File: config.mk
export PLATFORM = sky130hd
export DESIGN_NAME = mux2_share_arbiter_flat
export DESIGN_NICKNAME = d
export VERILOG_FILES = /design/src/rtl/mux2_share_arbiter_if.sv /design/src/rtl/mux2_share_arbiter.sv /design/src/flat_wrapper.sv
export SDC_FILE = /design/constraint.sdc
export NUM_CORES = 1
export LEC_CHECK = 0
export ABC_AREA = 1
export CAP_MARGIN = 20
export CORE_ASPECT_RATIO = 0.7
export CORE_MARGIN = 3
export CORE_UTILIZATION = 61
export DETAILED_ROUTE_END_ITERATION = 10
export MAX_ROUTING_LAYER = met4
export PLACE_DENSITY = 0.84
export SYNTH_ARGS = -nofsm -noshare
export SYNTH_HDL_FRONTEND = slang
export SYNTH_SLANG_ARGS = --single-unit
File: constraint.sdc
create_clock -name clk -period 3.8 [get_ports clk]
set_clock_uncertainty 0.05 [all_clocks]
set_input_delay 0.76 -clock clk [delete_from_list [all_inputs] [get_ports clk]]
set_output_delay 0.76 -clock clk [all_outputs]
set_load 0.005 [all_outputs]
File: src/rtl/mux2_share_arbiter_if.sv
// rtl/mux2_share_arbiter_if.sv - request/data/grant bundle of the shared 2:1 path
// Purpose : groups the two requester handshakes and the shared muxed output.
// Signals : req_a/req_b, data_a/data_b    requester side (driven by master)
//           gnt_a/gnt_b, sel               grants and shared select (driven by slave)
//           out_data/out_valid             registered muxed beat (driven by slave)
// Modports: master = requesters + consumer, slave = arbiter.
interface mux2_share_arbiter_if #(
  parameter int DATA_W = 1
);
  logic              req_a;
  logic              req_b;
  logic [DATA_W-1:0] data_a;
  logic [DATA_W-1:0] data_b;
  logic              gnt_a;
  logic              gnt_b;
  logic              sel;
  logic [DATA_W-1:0] out_data;
  logic              out_valid;

  modport master (
    output req_a, req_b, data_a, data_b,
    input  gnt_a, gnt_b, sel, out_data, out_valid
  );

  modport slave (
    input  req_a, req_b, data_a, data_b,
    output gnt_a, gnt_b, sel, out_data, out_valid
  );
endinterface

File: src/rtl/mux2_share_arbiter.sv
// rtl/mux2_share_arbiter.sv - round-robin arbiter sharing one 2:1 datapath between A and B
// Purpose : grants the shared path to A or B with a bounded burst, drives the
//           select, and registers the muxed beat with a valid flag.
// Ports   : clk    rising-edge clock
//           rst_n  asynchronous active-low reset
//           bus    mux2_share_arbiter_if.slave (req/data in, gnt/sel/out_data/out_valid out)
// Option  : ARB_DEAD_CYCLE_EN inserts one SWITCH cycle on every direct A<->B handover.
module mux2_share_arbiter #(
  parameter int DATA_W    = 1,
  parameter int MAX_BURST = 4
) (
  input  logic                 clk,
  input  logic                 rst_n,
  mux2_share_arbiter_if.slave  bus
);

  typedef enum logic [1:0] {
    IDLE   = 2'd0,
    OWN_A  = 2'd1,
    OWN_B  = 2'd2
`ifdef ARB_DEAD_CYCLE_EN
    ,SWITCH = 2'd3
`endif
  } state_t;

  localparam logic [7:0] CNT_MAX = 8'(MAX_BURST - 1);

  // Target of a direct owner handover; with the dead cycle, SWITCH sits in
  // between and last_owner already names the incoming owner.
`ifdef ARB_DEAD_CYCLE_EN
  localparam state_t A_TO_B = SWITCH;
  localparam state_t B_TO_A = SWITCH;
`else
  localparam state_t A_TO_B = OWN_B;
  localparam state_t B_TO_A = OWN_A;
`endif

  state_t            state_q, state_d;
  logic [7:0]        cnt_q, cnt_d, cnt_inc;
  logic              last_b_q, last_b_d;   // 1: B owned last, so A wins a tie
  logic              sel_q, sel_d;
  logic [DATA_W-1:0] out_data_q, out_data_d;
  logic              out_valid_q, out_valid_d;
  logic              gnt_a, gnt_b, xfer;

  // State register and datapath registers
  always_ff @(posedge clk or negedge rst_n) begin
    if (!rst_n) begin
      state_q     <= IDLE;
      cnt_q       <= 8'd0;
      last_b_q    <= 1'b1;
      sel_q       <= 1'b0;
      out_data_q  <= '0;
      out_valid_q <= 1'b0;
    end else begin
      state_q     <= state_d;
      cnt_q       <= cnt_d;
      last_b_q    <= last_b_d;
      sel_q       <= sel_d;
      out_data_q  <= out_data_d;
      out_valid_q <= out_valid_d;
    end
  end

  // Next-state logic
  always_comb begin
    state_d  = state_q;
    cnt_d    = cnt_q;
    last_b_d = last_b_q;
    cnt_inc  = (cnt_q == CNT_MAX) ? cnt_q : cnt_q + 8'd1;
    case (state_q)
      IDLE: begin
        if (bus.req_a && (!bus.req_b || last_b_q)) begin
          state_d = OWN_A; cnt_d = 8'd0; last_b_d = 1'b0;
        end else if (bus.req_b) begin
          state_d = OWN_B; cnt_d = 8'd0; last_b_d = 1'b1;
        end
      end
      OWN_A: begin
        // A dropping its request takes priority over preemption; both end the same way.
        if (!bus.req_a) begin
          if (bus.req_b) begin
            state_d = A_TO_B; cnt_d = 8'd0; last_b_d = 1'b1;
          end else begin
            state_d = IDLE;
          end
        end else if (bus.req_b && (cnt_q == CNT_MAX)) begin
          state_d = A_TO_B; cnt_d = 8'd0; last_b_d = 1'b1;
        end else begin
          cnt_d = cnt_inc;
        end
      end
      OWN_B: begin
        if (!bus.req_b) begin
          if (bus.req_a) begin
            state_d = B_TO_A; cnt_d = 8'd0; last_b_d = 1'b0;
          end else begin
            state_d = IDLE;
          end
        end else if (bus.req_a && (cnt_q == CNT_MAX)) begin
          state_d = B_TO_A; cnt_d = 8'd0; last_b_d = 1'b0;
        end else begin
          cnt_d = cnt_inc;
        end
      end
`ifdef ARB_DEAD_CYCLE_EN
      SWITCH: begin
        state_d = last_b_q ? OWN_B : OWN_A;
        cnt_d   = 8'd0;
      end
`endif
      default: state_d = IDLE;
    endcase

    // Select follows the owner being entered; IDLE keeps the last path selected.
    case (state_d)
      OWN_A:   sel_d = 1'b0;
      OWN_B:   sel_d = 1'b1;
      IDLE:    sel_d = sel_q;
      default: sel_d = last_b_d;
    endcase
  end

  // Output logic: grants decode the state register; the beat uses the shared mux.
  always_comb begin
    gnt_a       = (state_q == OWN_A);
    gnt_b       = (state_q == OWN_B);
    xfer        = (bus.req_a & gnt_a) | (bus.req_b & gnt_b);
    out_valid_d = xfer;
    out_data_d  = out_data_q;
    if (xfer) begin
      out_data_d = sel_q ? bus.data_b : bus.data_a;
    end
  end

  assign bus.gnt_a     = gnt_a;
  assign bus.gnt_b     = gnt_b;
  assign bus.sel       = sel_q;
  assign bus.out_data  = out_data_q;
  assign bus.out_valid = out_valid_q;

endmodule

File: src/flat_wrapper.sv
// flat-port wrapper written by rule: the top's interface ports become plain ports
module mux2_share_arbiter_flat 
#(
  parameter int DATA_W    = 1,
  parameter int MAX_BURST = 4
)
  (clk, rst_n, bus_req_a, bus_req_b, bus_data_a, bus_data_b, bus_gnt_a, bus_gnt_b, bus_sel, bus_out_data, bus_out_valid);
  mux2_share_arbiter_if #(.DATA_W(DATA_W)) bus_i ();
  input  logic clk;
  input  logic rst_n;
  input wire logic [$bits(bus_i.req_a)-1:0] bus_req_a;
  input wire logic [$bits(bus_i.req_b)-1:0] bus_req_b;
  input wire logic [$bits(bus_i.data_a)-1:0] bus_data_a;
  input wire logic [$bits(bus_i.data_b)-1:0] bus_data_b;
  output wire logic [$bits(bus_i.gnt_a)-1:0] bus_gnt_a;
  output wire logic [$bits(bus_i.gnt_b)-1:0] bus_gnt_b;
  output wire logic [$bits(bus_i.sel)-1:0] bus_sel;
  output wire logic [$bits(bus_i.out_data)-1:0] bus_out_data;
  output wire logic [$bits(bus_i.out_valid)-1:0] bus_out_valid;
  assign bus_i.req_a = bus_req_a;
  assign bus_i.req_b = bus_req_b;
  assign bus_i.data_a = bus_data_a;
  assign bus_i.data_b = bus_data_b;
  assign bus_gnt_a = bus_i.gnt_a;
  assign bus_gnt_b = bus_i.gnt_b;
  assign bus_sel = bus_i.sel;
  assign bus_out_data = bus_i.out_data;
  assign bus_out_valid = bus_i.out_valid;
  mux2_share_arbiter #(.DATA_W(DATA_W), .MAX_BURST(MAX_BURST)) u_core (.clk(clk), .rst_n(rst_n), .bus(bus_i));
endmodule
Word level (Yosys, flattened, before mapping)
Index checks and enable logic that the tools add are counted.
{"block": "word_totals", "register_bits": 14, "inputBits": 6}
{"block": "classes", "n_addsub": 1, "eq_ne": 6, "mux": 28, "n_bitwise": 3, "n_reduce_logical": 9}
{"op": "two-way mux 8 bit", "count": 8}
{"op": "one-hot mux 8 bit (3 select lines)", "count": 1}
{"op": "two-way mux 2 bit", "count": 7}
{"op": "two-way mux 1 bit", "count": 9}
{"op": "adder 8 x 1 -> 8 bit (second input constant)", "count": 1}
{"op": "== test 8 x 2 -> 1 bit (second input constant)", "count": 1}
{"op": "one-hot mux 1 bit (3 select lines)", "count": 2}
{"op": "one-hot mux 2 bit (3 select lines)", "count": 1}
{"op": "== test 2 x 1 -> 1 bit (second input constant)", "count": 2}
{"op": "== test 2 bit (second input constant)", "count": 2}
{"op": "zero test 2 bit", "count": 2}
{"op": "logical AND 1 bit", "count": 3}
{"op": "inequality test 3 bit (second input constant)", "count": 1}
{"op": "nonzero test 3 bit", "count": 1}
{"op": "bitwise AND 1 bit", "count": 2}
{"op": "AND reduction 2 bit", "count": 1}
{"op": "zero test 1 bit", "count": 1}
{"op": "logical OR 1 bit", "count": 1}
{"op": "OR 1 bit", "count": 1}

Longest topological paths before layout
Gate-level depths: netlist of run 1.
{"block": "depth", "ltp_word": 7, "depth_mapped": 14, "ltp_nobuf": 14}

Worst setup path before layout of run 1
No wires, ideal clock.
{"block": "synth_timing", "path_type": "input-to-reg", "start": "in bus_req_b", "end": "reg u_core.sel_q, in the netlist u_core.bus.sel", "setup_ns": 0.116, "t_arrival_ns": 1.885, "required_time_ns": 3.634, "slack_ns": 1.748, "stages": 12, "path_buffers": 1, "path_cell_list": "buf_6 > nand2_1 > a21oi_1 > nand2_1 > nand3_1 > nand2_1 > ha_1 > inv_1 > nor2_1 > nor2_1 > nand2_1 > nand2_1"}
{"block": "synth_between", "elab_chain_cells": 7, "word_cells_on_any_way": 21, "cone_classes": "2 x eq/ne; 14 x mux; 5 x reduce/logical"}
{"item": "start, declared", "line": "flat_wrapper.sv:12", "rtl": "input wire logic [$bits(bus_i.req_b)-1:0] bus_req_b;"}
{"item": "zero test 1 bit", "line": "mux2_share_arbiter.sv:73", "rtl": "if (bus.req_a && (!bus.req_b || last_b_q)) begin"}
{"item": "logical OR 1 bit", "line": "mux2_share_arbiter.sv:73"}
{"item": "logical AND 1 bit", "line": "mux2_share_arbiter.sv:73"}
{"item": "two-way mux 2 bit", "line": "mux2_share_arbiter.sv:73"}
{"item": "one-hot mux 2 bit (3 select lines)", "line": "mux2_share_arbiter.sv:71", "rtl": "case (state_q)"}
{"item": "== test 2 bit (tied with other cells)", "line": "mux2_share_arbiter.sv:116", "rtl": "case (state_d)"}
{"item": "one-hot mux 1 bit (3 select lines)", "line": "mux2_share_arbiter.sv:116"}
{"item": "end signal, assigned", "line": "mux2_share_arbiter.sv:59", "rtl": "sel_q <= sel_d;"}
{"item": "end, declared", "line": "mux2_share_arbiter.sv:41", "rtl": "logic sel_q, sel_d;"}
Parallel ways exist; a longest one is shown, timed or not.
A chain may end at the register's enable or synchronous reset.

Worst setup path after layout of run 1
Same ends and word-level chain as after synthesis.

==> impl_metrics.ini, run 1 <==
[floorplanning]
coreArea_um2 = 1742
start_util_pct = 71.41
dieArea_um2 = 2625
num_rows = 12
dieWidth_um = 59.97
die_height_um = 43.78
ios = 11

[critical_path]
rr_worst_depth = 14
crit_path_start_kind = input pin
cp.required_ns = 3.93
worstSetupPathType = input pin to register
arrival_ns = 2.82
worstReg2RegEnd = u_core.bus.sel$_DFFE_PN0P_
crit_end = u_core.bus.sel$_DFFE_PN0P_
crit_path_end_kind = register
critPathLaunch = bus_req_b
rr_startpoint = u_core.cnt_q[0]$_DFFE_PN0P_
r2r_slack_ns = 1.46
crit_path_max_fanout = 8

[clock_network]
htreeDepth = 1
postCtsSetupRepairBufs = 0
clockBufferDepth = 2
cts-root-buf = clkbuf_4
cts_made_buffers = 3
cts-resized-gates = 0
clk_latency_ns = 0.28
cts_tree = yes
clkTransAtPathRegs_ns = 0.08
cts_hold_buf = 0
cts_sinks = 14

[placement]
place_ws_ns = 0.8464
portBuffers = 10
placed_cells = 208
hpwlAfterDp_um = 2164
gp_congestion = 0.8878
postPlaceCellArea_um2 = 1333

[min_path]
hold_path_class = register to register

[finish]
nNetsFinal = 206
drive_gt1_share_pct = 9.424
antenna_cells = 0
final_util_pct = 78.59
finalNonFillerCells = 212
final_cell_area_um2 = 1369
final_cell_mix = nand2_1, inv_1, nor2_1, nand3_1, dfrtp_1
synthToLayoutAreaGrowth_pct = 10.06
final_common_cell = nand2_1

[detailed_routing]
drtAntennaViolNets = 0
viasPerCell = 5.825
routed_wl_um = 2917
drt_first_pass_iters = 5
wl_per_cell_um = 13.76
vias = 1235
drcViolationCount = 0
drtIter0Drc = 158

[synth]
yosys_warnings = 0
synth_nets = 196
ys_seq_elements = 14
netlist_area_um2 = 1244
synthTopCellsByArea = dfrtp_1, nand2_1, ha_1
synth_area_per_cell_um2 = 6.833
synth_top_area_share_pct = 26.16
ys_types = 28
synth_top_cell_by_area = dfrtp_1
postSynthCellCount = 182
ys_seq_area_share_pct = 28.27

[timing]
slew_headroom_pct = 57.41
finalSetupTns_ns = 0
layout_setup_ws_ns = 1.105
fmax_ghz = 0.3710
layout_min_cycle_time_ns = 2.695
hold_violations = 0
worst_pin_slew_ns = 0.6368
slew_viol_final = 0
setup_viol = 0
rsz0062_at_grt = no
post-route-period-util_pct = 70.93

[global_routing]
grt_pass1_vias = 1125
grt.overflow.total = 0
antenna_found_initial = 0
grt_usage_pct = 25.55
grt_pass1_wl_um = 5002
grt_max_degree = 15

[outcome]
status = finished clean

[power]
power.density_nw_per_um2 = 677.6
ir_drop_mv = 0.5821
p_leak_uw = 0.0006831

[job]
drv_cap = 0
metrics by stage:
| stage | total power [uW] | hold WS (ns) |
|---|---|---|
| after CTS | 921.7 | 0.4579 |
| after floorplan | 661.3 | 0.4144 |
| after global placement | 790.2 | 0.4531 |
| after detailed placement | 806.3 | 0.4449 |
| after global routing | 1019 | 0.4860 |
| final | 927.5 | 0.4606 |
cell usage after synthesis, drive strengths merged:
library cell and n:
nor2 23, a32oi 1, dfstp 1, buf 5, a21oi 12, a31oi 2, a22oi 1, nand3 16
or2 1, nand4 5, o21ai 10, nand2 58, clkinv 1, inv 22, ha 8, dfrtp 13
nor3 2, o211ai 1
final cells by class:
type | instances | area, um^2
clock buffers | 4 | 36.28
multi-input cells | 140 | 763.2
flip-flops and latches | 14 | 351.6
repair buffers | 10 | 100.1
inverters | 23 | 91.34
fillers | 131 | 372.9
well taps | 21 | 26.28
sequential cells by signal (all words and copies together), names as in the netlist:
| register | flops |
|---|---|
| u_core.cnt_q | 8 |
| u_core.state_q | 2 |
| u_core.bus.out_data | 1 |
| u_core.bus.out_valid | 1 |
| u_core.bus.sel | 1 |
| u_core.last_b_q | 1 |
worst min-delay path by stage:
stage / from / endpoint / cells after the start
6_report: u_core.last_b_q$_DFF_PN1_ / u_core.last_b_q$_DFF_PN1_ / 2
5_1_grt: u_core.last_b_q$_DFF_PN1_ / u_core.last_b_q$_DFF_PN1_ / 2
4_1_cts: u_core.last_b_q$_DFF_PN1_ / u_core.last_b_q$_DFF_PN1_ / 2
3_5_place_dp: u_core.last_b_q$_DFF_PN1_ / u_core.last_b_q$_DFF_PN1_ / 2
3_3_place_gp: u_core.last_b_q$_DFF_PN1_ / u_core.last_b_q$_DFF_PN1_ / 2
2_1_floorplan: rst_n / u_core.bus.out_data$_DFFE_PN0P_ / 0
power breakdown:
group	internal (uW)	switching, uW
clock network	58.3	50.1
registers	195	48.7
logic	219	357
logic make-up after synthesis:
| logic type | Yosys count | synth area share, % |
|---|---|---|
| DFF | 14 | 28.27 |
| and+or+nand+nor | 105 | 40.34 |
| AOI/OAI and AO/OA | 27 | 12.98 |
| buffers and inverters | 28 | 10.36 |
| adders and majority gates | 8 | 8.049 |
critical path, cell delays in order:
cell and delay (ns):
clkdlybuf4s50_1 0.72, nand2_1 0.23, a21oi_1 0.31, nand2_1 0.10, nand3_1 0.10, nand2_1 0.07, ha_1 0.27, inv_1 0.05
nor2_1 0.08, nor2_1 0.04, nand2_1 0.06, nand2_1 0.04
per-layer routing:
layer | share of wire [%] | vias up | GRT usage, %
li1 | - | 606 | -
met1 | 44 | 547 | 36.49
met2 | 43 | 78 | 35.56
met3 | 12 | 4 | 6.845
met4 | 0.99 | 0 | 5.752
met5 | 0 | - | -
Power figures use the tool's default switching activity.
==> run 2, diff against run 1 <==
CORE_UTILIZATION = 57   (was 61)
PLACE_DENSITY = 0.79   (was 0.84)
clock period = 2.8 ns   (was 3.8 ns; I/O delays follow)
==> impl_metrics.ini, run 2 (synthesized netlist as in run 1, its figures left out) <==
[outcome]
status = finished clean

[critical_path]
worstSetupPathType = register to primary output
crit_path_max_fanout = 10
critPathBufInv = 2
arrival_ns = 1.88
cp.required_ns = 2.19
critPathSlowestCell = clkdlybuf4s50_1
slowest_delay_ns = 0.58
cp_top_family = buffers and inverters
crit_path_start_kind = register
crit_chain = inv_1 -> ha_1 -> clkdlybuf4s50_1
crit_path_end_kind = primary output

[timing]
post-route-period-util_pct = 88.88
setup_viol = 0
fmax_ghz = 0.4018
slew_viol_final = 0
rsz0062_at_grt = no
layout_min_cycle_time_ns = 2.489
layout_setup_ws_ns = 0.3114
worst_pin_slew_ns = 0.6513
hold_violations = 0
slew_headroom_pct = 56.45
finalSetupTns_ns = 0

[finish]
regArea_um2 = 351.6
nNetsFinal = 208
top_register = u_core.cnt_q
final_common_cell = nand2_1
top_regs = u_core.cnt_q x8, u_core.state_q x2
final_cell_area_um2 = 1385
n_fill_cell = 163
final_cell_mix = nand2_1, inv_1, nor2_1, nand3_1, dfrtp_1
antenna_cells = 0
synthToLayoutAreaGrowth_pct = 11.37
drive_gt1_share_pct = 10.36
largest_reg_flops = 8
final_util_pct = 70.96
multi_input_area_um2 = 763.2

[clock_network]
postCtsSetupRepairBufs = 0
cts_tree = yes
clkTransAtPathRegs_ns = 0.10
cts_hold_buf = 0
cts-root-buf = clkbuf_4
htreeDepth = 1
cts-resized-gates = 0
cts_sinks = 14
cts_made_buffers = 3
clk_latency_ns = 0.29
clockBufferDepth = 2

[placement]
hpwlAfterDp_um = 2186
gp_congestion = 0.8928
portBuffers = 10
postPlaceCellArea_um2 = 1349
place_ws_ns = 0.1741

[global_routing]
grt_usage_pct = 25.17
grt_pass1_wl_um = 4974
grt_max_degree = 15
grt_pass1_vias = 1092
antenna_found_initial = 0
grt.overflow.total = 0

[detailed_routing]
wl_per_cell_um = 13.60
drtAntennaViolNets = 0
drt_first_pass_iters = 4
drcViolationCount = 0
vias = 1235
routed_wl_um = 2923
viasPerCell = 5.744
drtIter0Drc = 109

[power]
p_leak_uw = 0.0006927
p_sw_uw = 620.2
power.density_nw_per_um2 = 915.7
ir_drop_mv = 0.5728
p_int_uw = 648.1
clockPowerShare_pct = 12.0
comb_power_share_pct = 61.7
swShare_pct = 48.90
seq_power_share_pct = 26.3

[floorplanning]
die_height_um = 45.08
dieWidth_um = 61.83
coreArea_um2 = 1952
start_util_pct = 63.72
num_rows = 13
ios = 11
dieArea_um2 = 2787

[min_path]
hold_path_class = register to register

[job]
drv_cap = 0
==> run 2: worst reg2reg max path, stage by stage, from the launching register on <==
cell	delay (ns)
dfrtp_1	0.52
ha_1	0.30
nand3_2	0.12
nor2_4	0.23
nand2_1	0.13
nand3_1	0.10
nand3_1	0.08
nand3_1	0.09
nand2_1	0.07
ha_1	0.27
inv_1	0.04
nor2_1	0.08
nor2_1	0.05
nand2_1	0.05
nand2_1	0.04
==> run 2: per-stage QoR <==
| step | hold slack, ns | std cells | power, uW |
|---|---|---|---|
| floorplan | 0.2144 | 182 | 897.5 |
| global placement | 0.4590 | 211 | 1092 |
| detailed placement | 0.4634 | 211 | 1107 |
| CTS | 0.4774 | 215 | 1260 |
| global route | 0.5084 | 215 | 1397 |
| finish | 0.4795 | 215 | 1268 |
==> run 2: worst paths after layout <==
kind / from / to / slack, ns / cells after the start
worst max-delay path: u_core.state_q[1]$_DFF_PN0_ / bus_gnt_a / 0.31 / 3
worst min-delay path: u_core.last_b_q$_DFF_PN1_ / u_core.last_b_q$_DFF_PN1_ / 0.48 / 2
worst max register to register: u_core.cnt_q[0]$_DFFE_PN0P_ / u_core.bus.sel$_DFFE_PN0P_ / 0.50 / 14
worst min register to register: u_core.last_b_q$_DFF_PN1_ / u_core.last_b_q$_DFF_PN1_ / 0.48 / 2
max in group asynchronous: rst_n / u_core.cnt_q[2]$_DFFE_PN0P_ / 1.66 / 1
min in group asynchronous: rst_n / u_core.cnt_q[7]$_DFFE_PN0P_ / 0.61 / 1
==> run 2: layer usage <==
layer	wire (um)	up-vias	global-route usage [%]
met5	0	-	-
met4	21	0	6.356
met3	271	2	6.571
met2	1149	60	32.57
met1	1481	564	38.30
li1	-	609	-
==> run 2: layout make-up <==
type	count	share of cell area [%]
Clock buffer	4	2.620
Inverter	23	6.594
Multi-Input combinational cell	140	55.10
Sequential cell	14	25.38
Tap cell	22	1.987
Timing Repair Buffer	12	8.311
==> run 2: power by group through the flow <==
stage	Clock (uW)	Combinational, uW	Sequential [uW]
floorplan	0	587	310
global placement	0	760	332
detailed placement	0	773	334
CTS	152	776	332
global route	162	892	343
finish	152	783	334
